<file path="src/rtl/mul_unit.sv">
// Radix-2 shift-add multiplier for RV64 MUL/MULH/MULHSU/MULHU; Done follows Start by 65 edges.
// Backpressure: one op in flight, Start is ignored while Busy so upstream must stall on Busy.
module mul_unit #(
  parameter int XLEN  = 64,
  parameter int CNT_W = 7
) (
  input  logic            clk,
  input  logic            reset,
  input  logic            Start,
  input  logic [1:0]      MulOp,
  input  logic [XLEN-1:0] Operand1,
  input  logic [XLEN-1:0] Operand2,
  input  logic [4:0]      RDIn,
  input  logic            Kill,
  output logic            Busy,
  output logic            Done,
  output logic [XLEN-1:0] Result,
  output logic [4:0]      RDOut,
  output logic            RegWriteOut
);

  localparam logic [1:0] OP_MUL   = 2'b00;
  localparam logic [1:0] OP_MULHU = 2'b11;

  typedef enum logic [1:0] {S_IDLE, S_BUSY, S_FIX} state_t;

  state_t              state, state_nxt;
  logic [XLEN-1:0]     mcand, mplier;
  logic [2*XLEN-1:0]   acc;
  logic [CNT_W-1:0]    cnt;
  logic                neg;
  logic [1:0]          op_q;

  logic                accept, last_iter, sign1, sign2;
  logic [XLEN-1:0]     mag1, mag2;
  logic [XLEN:0]       sum;
  logic [2*XLEN-1:0]   prod;

  assign accept    = (state == S_IDLE) && Start && !Kill;
  assign last_iter = (cnt == CNT_W'(XLEN-1));

  // Operand1 is unsigned only for MULHU; Operand2 is unsigned for MULHSU and MULHU.
  assign sign1 = (MulOp != OP_MULHU) && Operand1[XLEN-1];
  assign sign2 = !MulOp[1] && Operand2[XLEN-1];
  assign mag1  = sign1 ? (~Operand1 + 1'b1) : Operand1;
  assign mag2  = sign2 ? (~Operand2 + 1'b1) : Operand2;

  // Carry out of the upper-half add is shifted back in, so magnitude 2^63 is safe.
  assign sum  = {1'b0, acc[2*XLEN-1:XLEN]} + {1'b0, mcand};
  assign prod = neg ? (~acc + 1'b1) : acc;

  assign Busy = (state != S_IDLE);

  always_ff @(posedge clk or negedge reset) begin
    if (!reset) state <= S_IDLE;
    else        state <= state_nxt;
  end

  always_comb begin
    state_nxt = state;
    case (state)
      S_IDLE:  if (accept) state_nxt = S_BUSY;
      S_BUSY:  if (Kill) state_nxt = S_IDLE;
               else if (last_iter) state_nxt = S_FIX;
      S_FIX:   state_nxt = S_IDLE;
      default: state_nxt = S_IDLE;
    endcase
  end

  always_ff @(posedge clk or negedge reset) begin
    if (!reset) begin
      mcand       <= '0;
      mplier      <= '0;
      acc         <= '0;
      cnt         <= '0;
      neg         <= 1'b0;
      op_q        <= '0;
      RDOut       <= '0;
      Result      <= '0;
      Done        <= 1'b0;
      RegWriteOut <= 1'b0;
    end else begin
      Done        <= 1'b0;
      RegWriteOut <= 1'b0;
      if (accept) begin
        mcand  <= mag1;
        mplier <= mag2;
        acc    <= '0;
        cnt    <= '0;
        neg    <= sign1 ^ sign2;
        op_q   <= MulOp;
        RDOut  <= RDIn;
      end else if (state == S_BUSY && !Kill) begin
        if (mplier[0]) acc <= {sum, acc[XLEN-1:1]};
        else           acc <= {1'b0, acc[2*XLEN-1:1]};
        mplier <= {1'b0, mplier[XLEN-1:1]};
        cnt    <= cnt + 1'b1;
      end else if (state == S_FIX && !Kill) begin
        Result      <= (op_q == OP_MUL) ? prod[XLEN-1:0] : prod[2*XLEN-1:XLEN];
        Done        <= 1'b1;
        RegWriteOut <= (RDOut != 5'd0);
      end
    end
  end

endmodule
</file>
<file path="config.mk">
export PLATFORM = sky130hd
export DESIGN_NAME = mul_unit
export DESIGN_NICKNAME = d
export VERILOG_FILES = /design/src/rtl/mul_unit.sv
export SDC_FILE = /design/constraint.sdc
export NUM_CORES = 1
export LEC_CHECK = 0
export ABC_AREA = 1
export CORE_MARGIN = 10
export CORE_UTILIZATION = 45
export CTS_CLUSTER_SIZE = 30
export DETAILED_ROUTE_END_ITERATION = 16
export DONT_BUFFER_PORTS = 1
export PLACE_DENSITY = 0.65
export SLEW_MARGIN = 40
export SYNTH_ARGS = -nofsm -noshare
export SYNTH_HDL_FRONTEND = slang
export SYNTH_SLANG_ARGS = --single-unit
</file>
<file path="constraint.sdc">
create_clock -name clk -period 3 [get_ports clk]
set_clock_uncertainty 0.05 [all_clocks]
set_input_delay 0 -clock clk [delete_from_list [all_inputs] [get_ports clk]]
set_output_delay 0 -clock clk [all_outputs]
set_load 0.005 [all_outputs]
</file>
After elaboration in Yosys (flattened, before gate mapping)
Index checks and enable logic that the tools add are counted.

storage, ports and cells
  register bits after elaboration = 339
  output and inout bits = 72

cells by class
  mux-type cells = 21
  equality and inequality tests = 6
  bitwise logic cells = 6
  reductions and logical operators = 15
  add/sub/neg operators = 5

operators by type and width
  kind                       number
  $mux W128                  4
  $mux W64                   5
  $add A128 B1 Y128 const B  1
  $add A64 B1 Y64 const B    2
  $not A128 Y128             1
  $not A64 Y64               2
  $add A64 B64 Y65           1
  $mux W7                    2
  $add A7 B1 Y7 const B      1
  $eq A7 B6 Y1 const B       1
  $logic_and A1 B1 Y1        6
  $mux W1                    6
  $mux W2                    3
  $reduce_bool A5 Y1         1
  $logic_not A2 Y1           2
  $ne A2 B2 Y1 const B       2
  $pmux W2 S2                1
  $reduce_bool A2 Y1         2
  $ne A3 B3 Y1 const B       1
  $reduce_and A3 Y1          1
  $eq A2 B1 Y1 const B       1
  $eq A2 B2 Y1 const B       1
  $logic_not A1 Y1           2
  $not A1 Y1                 2
  other kinds (2)            2

Depth between registers and ports, before layout
  depth in word-level cells = 5
  mapped depth = 17

Least setup slack after synthesis
No wires, ideal clock.

  path kind = register to register
  start point = reg mcand[0]
  end point = reg acc[125]
  path buffers = 0
  setup slack = 0.843 ns
  data required time = 2.833 ns
  stages on the path, launching flop included = 17
  period minus slack after synthesis = 2.157 ns
  arrival = 1.990 ns
  path through = dfrtp_1 -> ha_1 -> fa_1 -> nand3_1 -> nand3_1 -> nand2_1 -> nand2_1 -> nand2_1 -> nand2_1 -> nand2_1 -> nand2_1 -> nand2_1 -> nand2_1 -> nand2_1 -> nand3_1 -> nand2_1 -> nand2_1

on the way
  longest elaborated chain between the ends = 4

ends and longest elaborated chain
  element                 line  text
  from (decl)             28    logic [XLEN-1:0] mcand, mplier;
  from (signal assigned)  86    mcand <= mag1;
  $add A64 B64 Y65        49    assign sum = {1'b0, acc[2*XLEN-1:XLEN]} + {1'b0, mcand};
  $mux W128               94    if (mplier[0]) acc <= {sum, acc[XLEN-1:1]};
  $mux W128               93    end else if (state == S_BUSY && !Kill) begin
  $mux W128               85    if (accept) begin
  to (signal assigned)    94
  to (signal assigned)    95    else acc <= {1'b0, acc[2*XLEN-1:1]};
  to (decl)               29    logic [2*XLEN-1:0] acc;

Every way passes these cells. The select of a mux whose other input is x is not followed.
A chain may end at the register's enable or synchronous reset.

Final worst setup path
  start point = in Operand2[0]
  end point = reg mplier[53]

on the way
  longest elaborated chain between the ends = 4

ends and longest elaborated chain
  element               line  text
  from (decl)           12    input logic [XLEN-1:0] Operand2,
  $not A64 Y64          46    assign mag2 = sign2 ? (~Operand2 + 1'b1) : Operand2;
  $add A64 B1 Y64       46
  $mux W64              46
  $mux W64              85
  to (signal assigned)  87    mplier <= mag2;
  to (signal assigned)  96    mplier <= {1'b0, mplier[XLEN-1:1]};
  to (decl)             28

Every way passes these cells.

==> impl_metrics.json <==
{
  "coreArea_um2": 63100,
  "cts.path.max_buffers": 3,
  "grt_pass1_wl_mm": 182,
  "nNetsFinal": 5278,
  "worstSetupPathType": "in -> reg",
  "grt_pass1_vias": 31084,
  "rsz0062_at_grt": "yes",
  "layout_commonest_cell": "nand2_1",
  "syn_inst": 4787,
  "synth_ff_type": "dfrtp_1",
  "die_x_um": 273,
  "stdcell_area_um2": 34500,
  "synth-seq-cells": 339,
  "die_y_um": 273,
  "synth_edf_count": 0,
  "cts_hold_buffers": 313,
  "ff2ff_path_depth": 12,
  "cp-start-kind": "input pin",
  "worst_slew_pin_slew_ns": 1.90,
  "slowest_stage": "dlygate4sd3_1",
  "clock-root-buffer": "clkbuf_16",
  "syn_nets": 4995,
  "finalCritPeriodShare_pct": 97.9,
  "antenna_found_initial": 3,
  "yosysWarnings": 0,
  "die-area_um2": 74300,
  "grt_overflow_total": 0,
  "io_pins": 211,
  "io_buffers": 0,
  "drv_slew": 189,
  "first_pass_iters": 7,
  "hold_slack_ns": -0.929,
  "critPathMaxStageDelay_ns": 0.62,
  "wirelength_mm": 121,
  "cts_buffers": 41,
  "violations": "hold timing, slew limit",
  "cts.sink_count": 339,
  "clk_pin_slew_ns": 0.06,
  "max_freq_ghz": 0.341,
  "initial_utilization_pct": 45.5,
  "ys_top_cells_by_area": "dfrtp_1, nand2_1, nor2_1, inv_1, nand3_1",
  "clock_latency_ns": 0.59,
  "place_congestion": 1.03,
  "ir_worst_vdd_uv": 475,
  "synth_area_um2": 28700,
  "maxSlewHeadroom_pct": -26.8,
  "drive_above_1_share_pct": 5.14,
  "power_w": 0.0238,
  "cp_max_fo": 5,
  "first_iter_violations": 3999,
  "crit_required_ns": 3.41,
  "via_per_inst": 5.62,
  "most-common-layout-cells": "nand2_1, nor2_1, inv_1, nand3_1, dfrtp_1",
  "yosysTopAreaCell": "dfrtp_1",
  "synth_top_area_share_pct": 29.6,
  "placed_area_um2": 29800,
  "dp_hpwl_mm": 91.9,
  "drc_errors": 0,
  "std_cell_rows": 92,
  "gr-usage-all-layers_pct": 31.2,
  "cts_tree": "done",
  "path_cells": "dlygate4sd3_1 -> inv_1 -> nand3_1 -> nor2_1 -> nand3_1 -> o21ai_1 -> xor2_1 -> nand2_1 -> dlygate4sd3_1 -> nand2_1 -> dlygate4sd3_1 -> nand2_1",
  "hp-class": "in -> async",
  "grt_max_degree": 340,
  "max-cap-violations": 0,
  "setup_viol": 0,
  "num_vias": 33434,
  "hold_viol": 339,
  "htreeDepth": 2,
  "power.density_nw_per_um2": 690,
  "yosysUniqueCellTypes": 51,
  "ant_nets": 0,
  "synthArstFlopShare_pct": 100,
  "wire_per_inst_um": 20.3,
  "endpoint_kind": "register",
  "worstPathArrival_ns": 3.34,
  "synthToLayoutAreaGrowth_pct": 20.3,
  "ys_seq_area_share_pct": 29.6,
  "syn_area_per_cell_um2": 5.99,
  "p_leak_nw": 17.5,
  "min_period_ns": 2.94,
  "outcome": "finished with violations"
}
==> final cells by class <==
cell class	count	area [um2]
multi-input cells	3684	17400
fillers	6576	28600
repair buffers	386	3810
flip-flops and latches	339	8490
inverters	618	2330
clock inverters	17	273
clock buffers	54	1140
well taps	846	1060
diodes	5	12.5
==> synth_stat cells, types with 19 or more instances <==
cell         n
o21ai_0    297
nor2_2      23
a21oi_1    272
inv_1      610
xor2_1      71
nor3_1      34
nor2_1     693
buf_2       41
nand3_1    392
xnor2_1     19
a31oi_1     25
nand2_2     24
dfrtp_1    339
nand4_1     75
o22ai_1     84
nand2_1   1472
ha_1        68
clkbuf_1    93
==> per-layer routing <==
| metal | up-vias | part of all wire, % | track usage (%) |
|---|---|---|---|
| li1 | 15953 | - | - |
| met1 | 15531 | 41 | 40.6 |
| met2 | 1652 | 45 | 50.4 |
| met3 | 298 | 9.4 | 6.06 |
| met4 | 0 | 4.2 | 12.3 |
| met5 | - | 0 | 0 |
==> worst max-delay path: cells and delay by family <==
family / cells / cell delay [ns]
simple gates: 6 / 0.88
compound gates: 1 / 0.30
buf+inv: 4 / 1.84
xor+xnor: 1 / 0.31
==> metrics by stage <==
step / utilization (%) / setup slack [ns] / std cells / TNS (ns)
after floorplan: - / 0.843 / 4787 / 0
after global placement: 47.3 / 0.176 / 5551 / 0
after detailed placement: 47.3 / 0.211 / 5551 / 0
after CTS: 54.5 / 0.000212 / 5935 / 0
after global routing: 54.7 / -0.0682 / 5947 / -0.0682
final: 54.7 / 0.0637 / 5949 / 0
==> cell families (layout without fill, tap and decap cells) <==
| group | Yosys count | after routing | synth area share (%) |
|---|---|---|---|
| flops | 339 | 339 | 29.6 |
| xor+xnor | 90 | 90 | 2.75 |
| simple gates | 2789 | 2790 | 40.8 |
| compound gates | 735 | 735 | 13.7 |
| buf+inv | 765 | 1075 | 10.2 |
| fa+ha+maj | 69 | 69 | 3.03 |
| other cells | 0 | 5 | 0 |
==> state kept, by name, summed over array words and instances (netlist names) <==
| signal | flops |
|---|---|
| acc | 128 |
| Result | 64 |
| mcand | 64 |
| mplier | 64 |
| cnt | 7 |
| RDOut | 5 |
| op_q | 2 |
| state | 2 |
| Done | 1 |
| RegWriteOut | 1 |
| neg | 1 |
==> final timing paths <==
check	from	end	slack, ns
hold reg to reg	cnt[6]$_DFFE_PN0N_	state[1]$_DFFE_PN0P_	0.43
setup / recovery	Operand2[0]	mplier[53]$_DFFE_PN0N_	0.06
max in group asynchronous	reset	Result[45]$_DFFE_PN0P_	2.30
setup reg to reg	acc[106]$_DFFE_PN0N_	acc[118]$_DFFE_PN0N_	0.11
hold / removal	reset	mcand[3]$_DFFE_PN0P_	-0.93
min in group clk	Operand2[32]	mplier[35]$_DFFE_PN0N_	0.01
==> timing repair <==
| action | in CTS | in global routing |
|---|---|---|
| endpoints found under the hold margin | 485 | 339 |
| setup endpoints to repair | 0 | 26 |
| gates resized for setup | 0 | 27 |
| setup buffers | 0 | 9 |
==> power breakdown <==
group	total, W	switching (W)	internal [W]
registers	0.00636	0.000979	0.00538
clock network	0.00536	0.00215	0.00321
logic	0.0121	0.00826	0.00382
(Power assumes the default switching activity.)
